--- src/rtl/line_fill_ctrl.sv ---
// Cache line refill engine: fetches a 64-bit line as two 32-bit beats and writes line + tag.
// Optional macro CRITICAL_WORD_FIRST_EN fetches the word holding the missed address first.
module line_fill_ctrl #(
  parameter int TIMEOUT = 255,
  parameter int ADDR_W  = 32
) (
  input  logic              clk,
  input  logic              reset,
  input  logic              req_valid,
  input  logic [ADDR_W-1:0] req_addr,
  output logic              busy,
  output logic              mem_req,
  output logic [ADDR_W-1:0] mem_addr,
  input  logic              mem_ack,
  input  logic [31:0]       mem_rdata,
  output logic              fill,
  output logic [4:0]        idx_mem,
  output logic [63:0]       data_mem,
  output logic              tag_we,
  output logic [ADDR_W-9:0] tag_out,
  output logic              err
);
  // Memory handshake: a beat completes in the cycle where mem_req=1 and mem_ack=1;
  // mem_req/mem_addr stay stable until then, and mem_ack with mem_req=0 is ignored.
  typedef enum logic [1:0] {IDLE, BEAT0, BEAT1, FILL} state_t;

  localparam logic [8:0] TIMEOUT_LIM = 9'(TIMEOUT);

  state_t            state, state_nx;
  logic [ADDR_W-9:0] tag_q, tag_nx;
  logic [4:0]        idx_q, idx_nx;
  logic              first_q, first_nx;
  logic [63:0]       line_q, line_nx, line_upd;
  logic [7:0]        cnt_q, cnt_nx;
  logic [8:0]        cnt_inc;
  logic              req_first;
  logic              unused_bits;

  logic              busy_nx, mem_req_nx, fill_nx, tag_we_nx, err_nx;
  logic [ADDR_W-1:0] mem_addr_nx;
  logic [4:0]        idx_mem_nx;
  logic [63:0]       data_mem_nx;
  logic [ADDR_W-9:0] tag_out_nx;

`ifdef CRITICAL_WORD_FIRST_EN
  assign req_first = req_addr[2];
`else
  assign req_first = 1'b0;
`endif
  assign unused_bits = ^req_addr[2:0];
  assign cnt_inc     = {1'b0, cnt_q} + 9'd1;

  always_comb begin
    state_nx    = state;
    tag_nx      = tag_q;
    idx_nx      = idx_q;
    first_nx    = first_q;
    line_nx     = line_q;
    cnt_nx      = cnt_q;
    busy_nx     = busy;
    mem_req_nx  = mem_req;
    mem_addr_nx = mem_addr;
    fill_nx     = 1'b0;
    tag_we_nx   = 1'b0;
    err_nx      = 1'b0;
    idx_mem_nx  = idx_mem;
    data_mem_nx = data_mem;
    tag_out_nx  = tag_out;

    // Slot for the returning beat follows the word address actually requested.
    line_upd = line_q;
    if (mem_addr[2]) line_upd[63:32] = mem_rdata;
    else             line_upd[31:0]  = mem_rdata;

    case (state)
      IDLE: begin
        if (req_valid) begin
          tag_nx      = req_addr[ADDR_W-1:8];
          idx_nx      = req_addr[7:3];
          first_nx    = req_first;
          cnt_nx      = 8'd0;
          busy_nx     = 1'b1;
          mem_req_nx  = 1'b1;
          mem_addr_nx = {req_addr[ADDR_W-1:3], req_first, 2'b00};
          state_nx    = BEAT0;
        end
      end
      BEAT0, BEAT1: begin
        if (!mem_req) begin
          // Gap cycle after beat 0: issue the second word.
          mem_req_nx  = 1'b1;
          mem_addr_nx = {tag_q, idx_q, ~first_q, 2'b00};
        end else if (mem_ack) begin
          mem_req_nx = 1'b0;
          cnt_nx     = 8'd0;
          line_nx    = line_upd;
          if (state == BEAT0) begin
            state_nx = BEAT1;
          end else begin
            state_nx    = FILL;
            fill_nx     = 1'b1;
            tag_we_nx   = 1'b1;
            idx_mem_nx  = idx_q;
            tag_out_nx  = tag_q;
            data_mem_nx = line_upd;
          end
        end else if (cnt_inc >= TIMEOUT_LIM) begin
          mem_req_nx = 1'b0;
          err_nx     = 1'b1;
          busy_nx    = 1'b0;
          cnt_nx     = 8'd0;
          state_nx   = IDLE;
        end else begin
          cnt_nx = (cnt_q == 8'hFF) ? cnt_q : cnt_inc[7:0];
        end
      end
      FILL: begin
        busy_nx  = 1'b0;
        state_nx = IDLE;
      end
      default: state_nx = IDLE;
    endcase
  end

  always_ff @(posedge clk) begin
    if (reset) begin
      state    <= IDLE;
      tag_q    <= '0;
      idx_q    <= '0;
      first_q  <= 1'b0;
      line_q   <= '0;
      cnt_q    <= '0;
      busy     <= 1'b0;
      mem_req  <= 1'b0;
      mem_addr <= '0;
      fill     <= 1'b0;
      tag_we   <= 1'b0;
      err      <= 1'b0;
      idx_mem  <= '0;
      data_mem <= '0;
      tag_out  <= '0;
    end else begin
      state    <= state_nx;
      tag_q    <= tag_nx;
      idx_q    <= idx_nx;
      first_q  <= first_nx;
      line_q   <= line_nx;
      cnt_q    <= cnt_nx;
      busy     <= busy_nx;
      mem_req  <= mem_req_nx;
      mem_addr <= mem_addr_nx;
      fill     <= fill_nx;
      tag_we   <= tag_we_nx;
      err      <= err_nx;
      idx_mem  <= idx_mem_nx;
      data_mem <= data_mem_nx;
      tag_out  <= tag_out_nx;
    end
  end
endmodule

--- config.mk ---
export PLATFORM = sky130hd
export DESIGN_NAME = line_fill_ctrl
export DESIGN_NICKNAME = d
export VERILOG_FILES = /design/src/rtl/line_fill_ctrl.sv
export SDC_FILE = /design/constraint.sdc
export NUM_CORES = 1
export LEC_CHECK = 0
export BUFFER_PORTS_ARGS = -buffer_cell sky130_fd_sc_hd__buf_2
export CAP_MARGIN = 20
export CORE_MARGIN = 8
export CORE_UTILIZATION = 32
export DETAILED_ROUTE_END_ITERATION = 6
export PLACE_DENSITY = 0.59
export RECOVER_POWER = 25
export SYNTH_ARGS = -nofsm -noshare
export SYNTH_HDL_FRONTEND = slang
export SYNTH_SLANG_ARGS = --single-unit
--- constraint.sdc ---
create_clock -name clk -period 5.9 [get_ports clk]
set_clock_uncertainty 0.05 [all_clocks]
set_input_delay 0.885 -clock clk [delete_from_list [all_inputs] [get_ports clk]]
set_output_delay 0.885 -clock clk [all_outputs]
set_load 0.03 [all_outputs]
Yosys cells after proc, flatten, opt, wreduce, memory -nomap -nowiden
Index checks and enable logic that the tools add are counted.
W data, S select, Z words.
{"block": "totals", "regBits": 232, "out_inout_bits": 130, "wordCells": 71, "input_bits": 68}
{"block": "classes", "add_sub_neg": 1, "order_cmp": 1, "n_mux": 28, "reduce_logical": 13, "bitwise": 4, "n_eq_ne": 11}
{"operator": "$mux W32", "n": 4}
{"operator": "$pmux W32 S2", "n": 1}
{"operator": "$mux W8", "n": 5}
{"operator": "$pmux W8 S2", "n": 1}
{"operator": "$reduce_and A4 Y1", "n": 3}
{"operator": "$mux W1", "n": 10}
{"operator": "$ne A2 B2 Y1 const B", "n": 5}
{"operator": "$add A8 B1 Y9 const B", "n": 1}
{"operator": "$ge A9 B8 Y1 const B", "n": 1}
{"operator": "$reduce_and A3 Y1", "n": 3}
{"operator": "$eq A8 B8 Y1 const B", "n": 1}
{"operator": "$mux W2", "n": 4}
{"operator": "$reduce_or A4 Y1", "n": 2}
{"operator": "$pmux W2 S3", "n": 1}
{"operator": "$eq A2 B2 Y1 const B", "n": 2}
{"operator": "$ne A4 B4 Y1 const B", "n": 1}
{"operator": "$not A1 Y1", "n": 4}
{"operator": "$reduce_and A2 Y1", "n": 2}
{"operator": "$ne A3 B3 Y1 const B", "n": 1}
{"operator": "$pmux W1 S3", "n": 1}
{"operator": "$eq A2 B1 Y1 const B", "n": 1}
{"operator": "$logic_not A2 Y1", "n": 1}
{"operator": "$pmux W1 S2", "n": 1}
{"operator": "$reduce_bool A2 Y1", "n": 1}
{"operator": "$reduce_or A2 Y1", "n": 1}

Longest topological paths before layout
Gate-level depths: netlist (run 1).
{"block": "depth", "ltp_word": 6, "mapped_depth": 10}

Least setup slack after synthesis (run 1)
OpenSTA, ideal clock, no wires.
{"block": "synth_path", "kind": "input to register", "from": "input req_valid", "to": "register cnt_q[1]", "setup_ns": 0.128, "n_path_buf": 2, "cell_stages": 7, "t_arrival_ns": 1.914, "slack_ns": 3.809, "cell_sequence": "nor2b_1 > a21o_1 > or2_2 > buf_2 > buf_2 > a22oi_1 > nor2_1"}
{"block": "synth_via", "elab_chain_len": 2}
{"item": "from (decl)", "line_no": "9", "source": "input logic req_valid,"}
{"item": "$ne A2 B2 Y1 (no line)"}
{"item": "$reduce_and A4 Y1 (no line)"}
{"item": "to (signal assigned)", "line_no": "148", "source": "cnt_q <= cnt_nx;"}
{"item": "to (decl)", "line_no": "34", "source": "logic [7:0] cnt_q, cnt_nx;"}
Every way passes these cells.
A chain may end at the register's enable or synchronous reset.

==> results of run 1 <==
-- through the flow --
step	utilization, %	cells	hold slack, ns
finish	39.3	1618	0.403
detailed placement	36.3	1571	0.393
global placement	36.3	1571	0.391
global route	39.3	1617	0.420
floorplan	-	1075	0.386
CTS	39.6	1617	0.402
-- worst max-delay path: stages --
cell	delay, ns
clkbuf_2	1.65
buf_12	0.45
nor4b_1	0.11
o21ai_0	0.21
nand2_1	0.07
-- path summary, 6_finish.rpt --
kind	from	to	slack, ns	cells after the start
hold / removal	line_q[55]$_SDFFE_PP0P_	line_q[55]$_SDFFE_PP0P_	0.40	2
hold reg to reg	line_q[55]$_SDFFE_PP0P_	line_q[55]$_SDFFE_PP0P_	0.40	2
setup / recovery	reset	cnt_q[2]$_SDFFE_PP0P_	2.85	5
setup reg to reg	state[0]$_SDFFE_PP0P_	line_q[56]$_SDFFE_PP0P_	3.04	9
-- cell type report --
cell class,count,area share (%)
Sequential cell,230,41.0
Multi-Input combinational cell,747,37.2
Timing Repair Buffer,204,8.92
Clock buffer,34,6.62
Tap cell,384,4.28
Clock inverter,12,1.70
Inverter,6,0.201
Antenna cell,1,0.0223
-- synthesized netlist by cell type, drive strengths merged (2+ instances only) --
cell,instances
a211oi,94
a21oi,128
a22oi,2
a311oi,2
a31oi,2
and3,2
buf,39
clkbuf,53
dfxtp,230
ha,7
inv,6
mux2i,94
nand2,259
nand2b,3
nand3,8
nor2,109
nor2b,2
nor3,5
nor4,2
nor4b,2
o21a,2
o21ai,5
or2,2
or3,3
xor2,2
-- cells in the final DEF, fill, tap and decap left out, types with 3 or more instances in the layout --
cell type,instances
a211oi_1,93
a21oi_1,128
buf_2,132
buf_4,10
bufinv_16,5
clkbuf_1,63
clkbuf_16,28
clkinv_2,5
dfxtp_1,229
ha_1,6
inv_1,5
mux2i_1,94
nand2_1,258
nand2b_1,3
nand3_1,6
nor2_1,109
nor3_1,3
o21ai_0,3
-- metal layers --
metal,wire length (um),GRT usage (%),vias up,share of wire (%)
li1,-,-,3947,-
met1,11600,18.4,3606,46
met2,10700,22.3,226,43
met3,2200,4.06,37,8.8
met4,440,3.43,6,1.8
met5,36,0,-,0.14
-- power by group --
group,internal [mW],total (mW),switching (mW)
combinational,0.321,1.02,0.699
sequential,1.71,1.82,0.113
clock,1.10,1.75,0.643
-- flip-flops by register name, indices dropped and copies added, names as in the netlist --
signal    cells
mem_addr     30
tag_q        24
busy          1
tag_we        1
idx_q         5
data_mem     64
err           1
mem_req       1
state         2
line_q       64
cnt_q         8
idx_mem       5
tag_out      24
-- kinds of logic after synthesis --
family          Yosys count
simple gates            402
compound gates          239
flops                   230
buf+inv                  98
mux                      95
fa+ha+maj                 7
xor+xnor                  2
other cells               1
==> impl_metrics.env, run 1 <==
export IMPL_status="complete, but fails checks"
export IMPL_violations="max-capacitance violations, max-slew violations"
export IMPL_rsz0062_at_grt="false"
export IMPL_die_height_um=186
export IMPL_cts_hold_buf=0
export IMPL_synth_top_cell_by_area="dfxtp_1"
export IMPL_fill_cells=2998
export IMPL_cts_root_buffer="clkbuf_16"
export IMPL_final_cell_area_um2=11200
export IMPL_setup_violations=0
export IMPL_crit_path_start_kind="primary input"
export IMPL_die_area_um2=34400
export IMPL_cts_resized=0
export IMPL_yosysWarningCount=0
export IMPL_place_ws_ns=2.86
export IMPL_setup_slack_ns=2.85
export IMPL_synth_area_um2=9210
export IMPL_vdd_drop_max_mv=0.271
export IMPL_timing_final_crit_share_pct=51.7
export IMPL_start_util_pct=32.2
export IMPL_endpoint_kind="register"
export IMPL_power_mw=4.59
export IMPL_gp_congestion=0.746
export IMPL_dpl_cell_area_um2=10400
export IMPL_synth_yosys_seq_area_share_pct=50.0
export IMPL_slew_violations=116
export IMPL_synth_xor_area_share_pct=0.190
export IMPL_synth_compound_area_share_pct=16.2
export IMPL_grt_overflow=0
export IMPL_clock_path_buffers=3
export IMPL_drt_pass1_iter_count=6
export IMPL_yosys_top_cells_area="dfxtp_1 50%, nand2_1 11%, mux2i_1 10%, a211oi_1 7.6%, a21oi_1 7.0%"
export IMPL_slew_headroom_pct=-65.7
export IMPL_path_max_fanout=119
export IMPL_drc=0
export IMPL_vias=7822
export IMPL_max_cap_violations=1
export IMPL_critPathKind="in2reg"
export IMPL_syn_inst=1074
export IMPL_cts_tree="yes"
export IMPL_wl_per_cell_um=15.5
export IMPL_multi_input_area_um2=4180
export IMPL_synth_top_cell_area_share_pct=50.0
export IMPL_io_pins=198
export IMPL_antenna_found_initial=3
export IMPL_ys_ff_latch=230
export IMPL_initialDrtViolationCount=520
export IMPL_yosysUniqueCellTypes=46
export IMPL_post_cts_setup_buffer_count=0
export IMPL_sequential_cell_area_um2=4610
export IMPL_clk_pin_slew_worst_paths_ns=0.06
export IMPL_grt_max_degree=120
export IMPL_synth_fa_ha_area_share_pct=0.951
export IMPL_tightest_slew_ns=2.49
export IMPL_fmax_mhz=328
export IMPL_period_needed_ns=3.05
export IMPL_grt_pass1_wl_mm=39.8
export IMPL_crit_required_ns=6.27
export IMPL_postSynthAreaPerCell_um2=8.57
export IMPL_routed_via_density=4.83
export IMPL_synth_edf_count=0
export IMPL_finalSetupTns_ns=0
export IMPL_clock_sinks=230
export IMPL_hpwl_mm=15.7
export IMPL_async_flop_share_pct=0
export IMPL_grt_usage_pct=14.0
export IMPL_hold_viol=0
export IMPL_pwr_density_cell_nw_per_um2=409
export IMPL_power_leakage_nw=4.03
export IMPL_arrival_ns=3.42
export IMPL_synth_area_mux_share_pct=10.4
export IMPL_routed_wl_mm=25.1
export IMPL_fp_coreArea_um2=28500
export IMPL_clkLatencyLatePin_ns=0.52
export IMPL_synthSimpleGateAreaFrac_pct=17.4
export IMPL_syn_to_final_growth_pct=22.0
export IMPL_h_tree_depth=1
export IMPL_ant_nets=0
export IMPL_placementRows=62
export IMPL_chipWidth_um=186
export IMPL_drive_above_1_share_pct=16.5
export IMPL_synth_top_family_by_area="simple AND/OR/NAND/NOR gates"
export IMPL_hold_path_class="reg2reg"
export IMPL_synthFlopType="dfxtp_1"
export IMPL_numCtsBuffers=26
export IMPL_grt_pass1_vias=7487
export IMPL_port_buffers=192
export IMPL_nets=1290
Power figures use the tool's default switching activity.
==> inputs of run 2 (changes only) <==
clock period = 3 ns   (was 5.9 ns; I/O delays follow)
==> run 2 against run 1 <==
Compared with the run above: the flow now finishes without violations; clock-buffer cell count up 1; via count down 1.0%; non-clock buffer count up 5; total power up 91%; largest cell class unchanged; largest power group unchanged.
==> impl_metrics.env, run 2 (synthesis gave the netlist of run 1 again) <==
export IMPL_status="finished, final reports clean"
export IMPL_clk_pin_slew_worst_paths_ns=0.06
export IMPL_routed_wl_mm=25.0
export IMPL_nets=1296
export IMPL_initialDrtViolationCount=435
export IMPL_syn_to_final_growth_pct=21.9
export IMPL_antenna_found_initial=4
export IMPL_fp_coreArea_um2=28500
export IMPL_arrival_ns=2.79
export IMPL_finalSetupTns_ns=0
export IMPL_post_cts_setup_buffer_count=0
export IMPL_drt_pass1_iter_count=4
export IMPL_grt_usage_pct=14.1
export IMPL_pwr_density_cell_nw_per_um2=781
export IMPL_setup_violations=0
export IMPL_crit_path_start_kind="register"
export IMPL_slew_headroom_pct=1.00
export IMPL_endpoint_kind="register"
export IMPL_grt_pass1_wl_mm=39.8
export IMPL_die_height_um=186
export IMPL_hpwl_mm=16.1
export IMPL_layout_cells_most_common="nand2_1"
export IMPL_slew_violations=0
export IMPL_path_cells="inv_1 > ha_1 > inv_2 > nor2_1 > and3_1 > buf_4 > nand2_1 > a21oi_1"
export IMPL_vias=7740
export IMPL_routed_via_density=4.76
export IMPL_critical_path_max_stage_delay_ns=0.43
export IMPL_vdd_drop_max_mv=0.382
export IMPL_clkLatencyLatePin_ns=0.53
export IMPL_clock_sinks=230
export IMPL_hold_path_class="in2reg"
export IMPL_hold_viol=0
export IMPL_io_pins=198
export IMPL_placementRows=62
export IMPL_cts_resized=0
export IMPL_final_cell_area_um2=11200
export IMPL_rsz0062_at_grt="false"
export IMPL_start_util_pct=32.2
export IMPL_grt_pass1_vias=7414
export IMPL_gp_congestion=0.731
export IMPL_drc=0
export IMPL_reg_largest_list="data_mem: 64 flops, line_q: 64 flops, mem_addr: 30 flops"
export IMPL_slowest_stage="ha_1"
export IMPL_wl_per_cell_um=15.4
export IMPL_dpl_cell_area_um2=10400
export IMPL_chipWidth_um=186
export IMPL_grt_max_degree=119
export IMPL_period_needed_ns=2.38
export IMPL_path_max_fanout=32
export IMPL_grt_overflow=0
export IMPL_crit_required_ns=3.41
export IMPL_cts_root_buffer="clkbuf_16"
export IMPL_die_area_um2=34400
export IMPL_drive_above_1_share_pct=16.4
export IMPL_numCtsBuffers=27
export IMPL_h_tree_depth=1
export IMPL_cts_hold_buf=0
export IMPL_layout_common_cells="258 x nand2_1, 229 x dfxtp_1, 128 x a21oi_1, 124 x buf_2, 109 x nor2_1"
export IMPL_critPathKind="reg2reg"
export IMPL_port_buffers=192
export IMPL_fmax_mhz=420
export IMPL_clock_path_buffers=3
export IMPL_cts_tree="yes"
export IMPL_power_leakage_nw=4.01
export IMPL_fill_cells=2992
export IMPL_timing_final_crit_share_pct=79.3
export IMPL_max_cap_violations=0
export IMPL_ant_nets=0
export IMPL_tightest_slew_ns=1.49
## run 2: final timing paths
check                                from                      end  slack, ns  cells after the start
setup reg to reg    state[0]$_SDFFE_PP0P_  line_q[47]$_SDFFE_PP0P_       0.62                      8
hold reg to reg   line_q[55]$_SDFFE_PP0P_  line_q[55]$_SDFFE_PP0P_       0.40                      2
hold / removal                req_addr[4]    idx_q[1]$_SDFFE_PP0P_       0.12                      3
setup / recovery    state[0]$_SDFFE_PP0P_  line_q[47]$_SDFFE_PP0P_       0.62                      8
## run 2: critical path, delay by kind of cell, from the launching register on
kind / cells / cell delay [ns]
adder cells (fa/ha/maj): 1 / 0.43
buffers and inverters: 3 / 0.59
AND/OR/NAND/NOR: 3 / 0.68
flip-flops: 1 / 0.38
AO/OA/AOI/OAI: 1 / 0.13
## run 2: metal layers
layer / GRT usage, % / up-vias / share of wire, %
met5: 0 / - / 0.15
met4: 3.08 / 8 / 2.0
met3: 4.55 / 40 / 9.0
met2: 22.3 / 207 / 43
met1: 18.4 / 3517 / 46
li1: - / 3968 / -
## run 2: power by group
part	leakage, nW	total, mW	switching (mW)	internal [mW]
Combinational	1.70	2.03	1.39	0.650
Sequential	1.87	3.57	0.205	3.36
Clock	0.436	3.16	1.30	1.87
## run 2: stage by stage
step	total power [mW]	util, %	instances	hold WS [ns]	setup slack (ns)
global route	9.25	39.3	1626	0.108	0.382
floorplan	5.12	-	1075	0.386	0.970
CTS	8.94	39.6	1626	0.0950	0.719
finish	8.77	39.3	1627	0.121	0.620
global placement	5.71	36.6	1576	0.391	0.772
detailed placement	5.74	36.6	1576	0.396	0.715
## run 2: layout make-up
class	instances	area [um2]	share of cell area (%)
antenna	1	2.50	0.0223
clock buffer	35	756	6.73
clock inverter	15	118	1.05
inverter	6	22.5	0.201
multi-input combinational	747	4180	37.2
sequential	230	4610	41.1
tap	384	480	4.28
timing repair buffer	209	1060	9.42
==> inputs of run 3 (changes only) <==
ABC_AREA = 1   (was not set)
PLACE_DENSITY = 0.58   (was 0.59)
clock period = 2.5 ns   (was 3 ns; I/O delays follow)
==> run 3 against run 2 <==
Compared with the run above: die area increased by 2.5%; critical path depth rose by 2; sequential share of layout area fell by 0.78 points; clock-buffer cell count increased by 4; largest power group unchanged.
==> impl_metrics.env, run 3 <==
export IMPL_yosys_top_cells_count="267 x nor2_1, 230 x dfxtp_1, 178 x o21ai_0, 134 x inv_1, 120 x a21oi_1"
export IMPL_fmax_mhz=471
export IMPL_regToRegEndpoint="mem_addr[30]$_SDFFE_PP0P_"
export IMPL_critPathKind="reg2reg"
export IMPL_antenna_found_initial=2
export IMPL_grt_pass1_vias=8085
export IMPL_yosysMostFrequentCell="nor2_1"
export IMPL_yosysUniqueCellTypes=32
export IMPL_ys_ff_latch=230
export IMPL_cts_tree="yes"
export IMPL_arrival_ns=2.47
export IMPL_worst_hold_startpoint="req_addr[15]"
export IMPL_setup_violations=0
export IMPL_placementRows=63
export IMPL_routed_via_density=4.72
export IMPL_die_height_um=188
export IMPL_reg2reg_depth=10
export IMPL_stdcell_count=1781
export IMPL_n_antenna_cell=0
export IMPL_path_max_fanout=58
export IMPL_yosys_top_cells_area="dfxtp_1 49%, nor2_1 11%, o21ai_0 9.4%, a211oi_1 6.9%, a21oi_1 6.4%"
export IMPL_syn_inst=1228
export IMPL_vdd_drop_max_mv=0.642
export IMPL_grt_met2_usage_pct=23.4
export IMPL_worstHoldEndpoint="tag_q[7]$_SDFFE_PP0P_"
export IMPL_clock_path_buffers=3
export IMPL_hold_viol=0
export IMPL_dpl_cell_area_um2=10700
export IMPL_io_pins=198
export IMPL_hold_depth=3
export IMPL_slew_headroom_pct=51.4
export IMPL_grt_busiest_layer="met2"
export IMPL_cts_hold_buf=0
export IMPL_timing_final_crit_share_pct=84.9
export IMPL_synth_yosys_seq_area_share_pct=48.7
export IMPL_rsz0062_at_grt="false"
export IMPL_clk_pin_slew_worst_paths_ns=0.06
export IMPL_post_cts_setup_buffer_count=0
export IMPL_numCtsBuffers=26
export IMPL_synth_top_cell_by_area="dfxtp_1"
export IMPL_drive_above_1_share_pct=14.5
export IMPL_wl_per_cell_um=14.7
export IMPL_crit_path_start_kind="register"
export IMPL_r2r_slack_ns=0.38
export IMPL_grt_pass1_wl_mm=43.0
export IMPL_cts_resized=0
export IMPL_use_met1_pct=18.3
export IMPL_finalSetupTns_ns=0
export IMPL_yosysWarningCount=0
export IMPL_endpoint_kind="register"
export IMPL_power_mw=13.8
export IMPL_period_needed_ns=2.12
export IMPL_async_flop_share_pct=0
export IMPL_initialDrtViolationCount=391
export IMPL_h_tree_depth=1
export IMPL_grt_usage_pct=14.5
export IMPL_syn_to_final_growth_pct=21.0
export IMPL_status="finished, final reports clean"
export IMPL_grt_overflow=0
export IMPL_drt_pass1_iter_count=4
export IMPL_ant_nets=0
export IMPL_met3_usage_pct=4.70
export IMPL_power_leakage_nw=4.53
export IMPL_grt_max_degree=87
export IMPL_slew_violations=0
export IMPL_cts_root_buffer="clkbuf_16"
export IMPL_tightest_slew_ns=0.729
export IMPL_routed_wl_mm=26.2
export IMPL_start_util_pct=32.2
export IMPL_gp_congestion=0.762
export IMPL_nets=1448
export IMPL_timing_rr_start="state[0]$_SDFFE_PP0P_"
export IMPL_layout_common_cells="267 x nor2_1, 229 x dfxtp_1, 178 x o21ai_0, 133 x inv_1, 120 x a21oi_1"
export IMPL_drc=0
export IMPL_fp_coreArea_um2=29400
export IMPL_utilization_pct=38.9
export IMPL_final_cell_area_um2=11400
export IMPL_clock_sinks=230
export IMPL_chipWidth_um=188
export IMPL_hold_path_class="in2reg"
export IMPL_postSynthAreaPerCell_um2=7.70
export IMPL_clkLatencyLatePin_ns=0.52
export IMPL_reg_largest_list="data_mem: 64 flops, line_q: 64 flops, mem_addr: 30 flops"
export IMPL_pwr_density_cell_nw_per_um2=1210
export IMPL_synth_edf_count=0
export IMPL_synth_area_um2=9450
export IMPL_synth_top_cell_area_share_pct=48.7
export IMPL_die_area_um2=35300
export IMPL_max_cap_violations=0
export IMPL_synthFlopType="dfxtp_1"
export IMPL_vias=8408
export IMPL_port_buffers=192
export IMPL_crit_required_ns=2.84
export IMPL_layout_cells_most_common="nor2_1"
export IMPL_dp_cells=1735
export IMPL_hpwl_mm=17.3
==> run 3: worst max path at each step <==
stage,start,endpoint,slack [ns],depth (start not counted)
6_report,state[0]$_SDFFE_PP0P_,mem_addr[30]$_SDFFE_PP0P_,0.38,10
5_1_grt,state[0]$_SDFFE_PP0P_,cnt_q[4]$_SDFFE_PP0P_,0.1,9
4_1_cts,state[0]$_SDFFE_PP0P_,data_mem[49]$_SDFFE_PP0P_,0.32,9
3_5_place_dp,state[0]$_SDFFE_PP0P_,data_mem[49]$_SDFFE_PP0P_,0.37,9
3_3_place_gp,state[0]$_SDFFE_PP0P_,data_mem[25]$_SDFFE_PP0P_,0.43,8
2_1_floorplan,state[0]$_SDFFE_PP0P_,mem_addr[23]$_SDFFE_PP0P_,0.66,11
==> run 3: metrics by stage <==
stage	setup slack [ns]	hold slack, ns
floorplan	0.661	0.374
global placement	0.429	0.385
detailed placement	0.373	0.390
CTS	0.324	0.0271
global route	0.0958	0.0521
finish	0.378	0.0530
==> run 3: area by class of cell <==
cell class,instances,area [um2]
clock buffer,39,771
clock inverter,7,92.6
fill,3149,18000
inverter,141,534
multi-input combinational,762,3870
sequential,230,4610
tap,390,488
timing repair buffer,212,1070
==> run 3: logic make-up (layout without fill, tap and decap cells) <==
| kind of cell | count (synthesis) | in the layout | share of synthesized area, % |
|---|---|---|---|
| and+or+nand+nor | 344 | 344 | 14.4 |
| DFF | 230 | 230 | 48.7 |
| other | 1 | 2 | 0.0397 |
| AOI/OAI and AO/OA | 407 | 407 | 25.2 |
| xor gates and xnor gates | 2 | 2 | 0.185 |
| buffers and inverters | 237 | 399 | 10.6 |
| adders and majority gates | 7 | 7 | 0.926 |
==> run 3: worst max-delay path, stage by stage, from the launching register on <==
cell      delay [ns]
dfxtp_1         0.41
inv_1           0.09
ha_2            0.41
inv_2           0.09
nor2_1          0.12
inv_2           0.05
nor2_2          0.15
a21oi_4         0.06
buf_12          0.19
a211oi_1        0.27
a211oi_2        0.05
==> run 3: where the power goes <==
part	internal [mW]	switching, mW	total [mW]	leakage, nW
combinational	1.43	3.42	4.86	2.23
sequential	4.56	0.570	5.13	1.88
clock	2.33	1.50	3.82	0.425
total	8.32	5.49	13.8	4.53
==> run 3: metal layers <==
metal  up-vias  part of all wire (%)
li1       4327                     -
met1      3833                    46
met2       203                    44
met3        41                   7.5
met4         4                   2.4
met5         -                 0.091
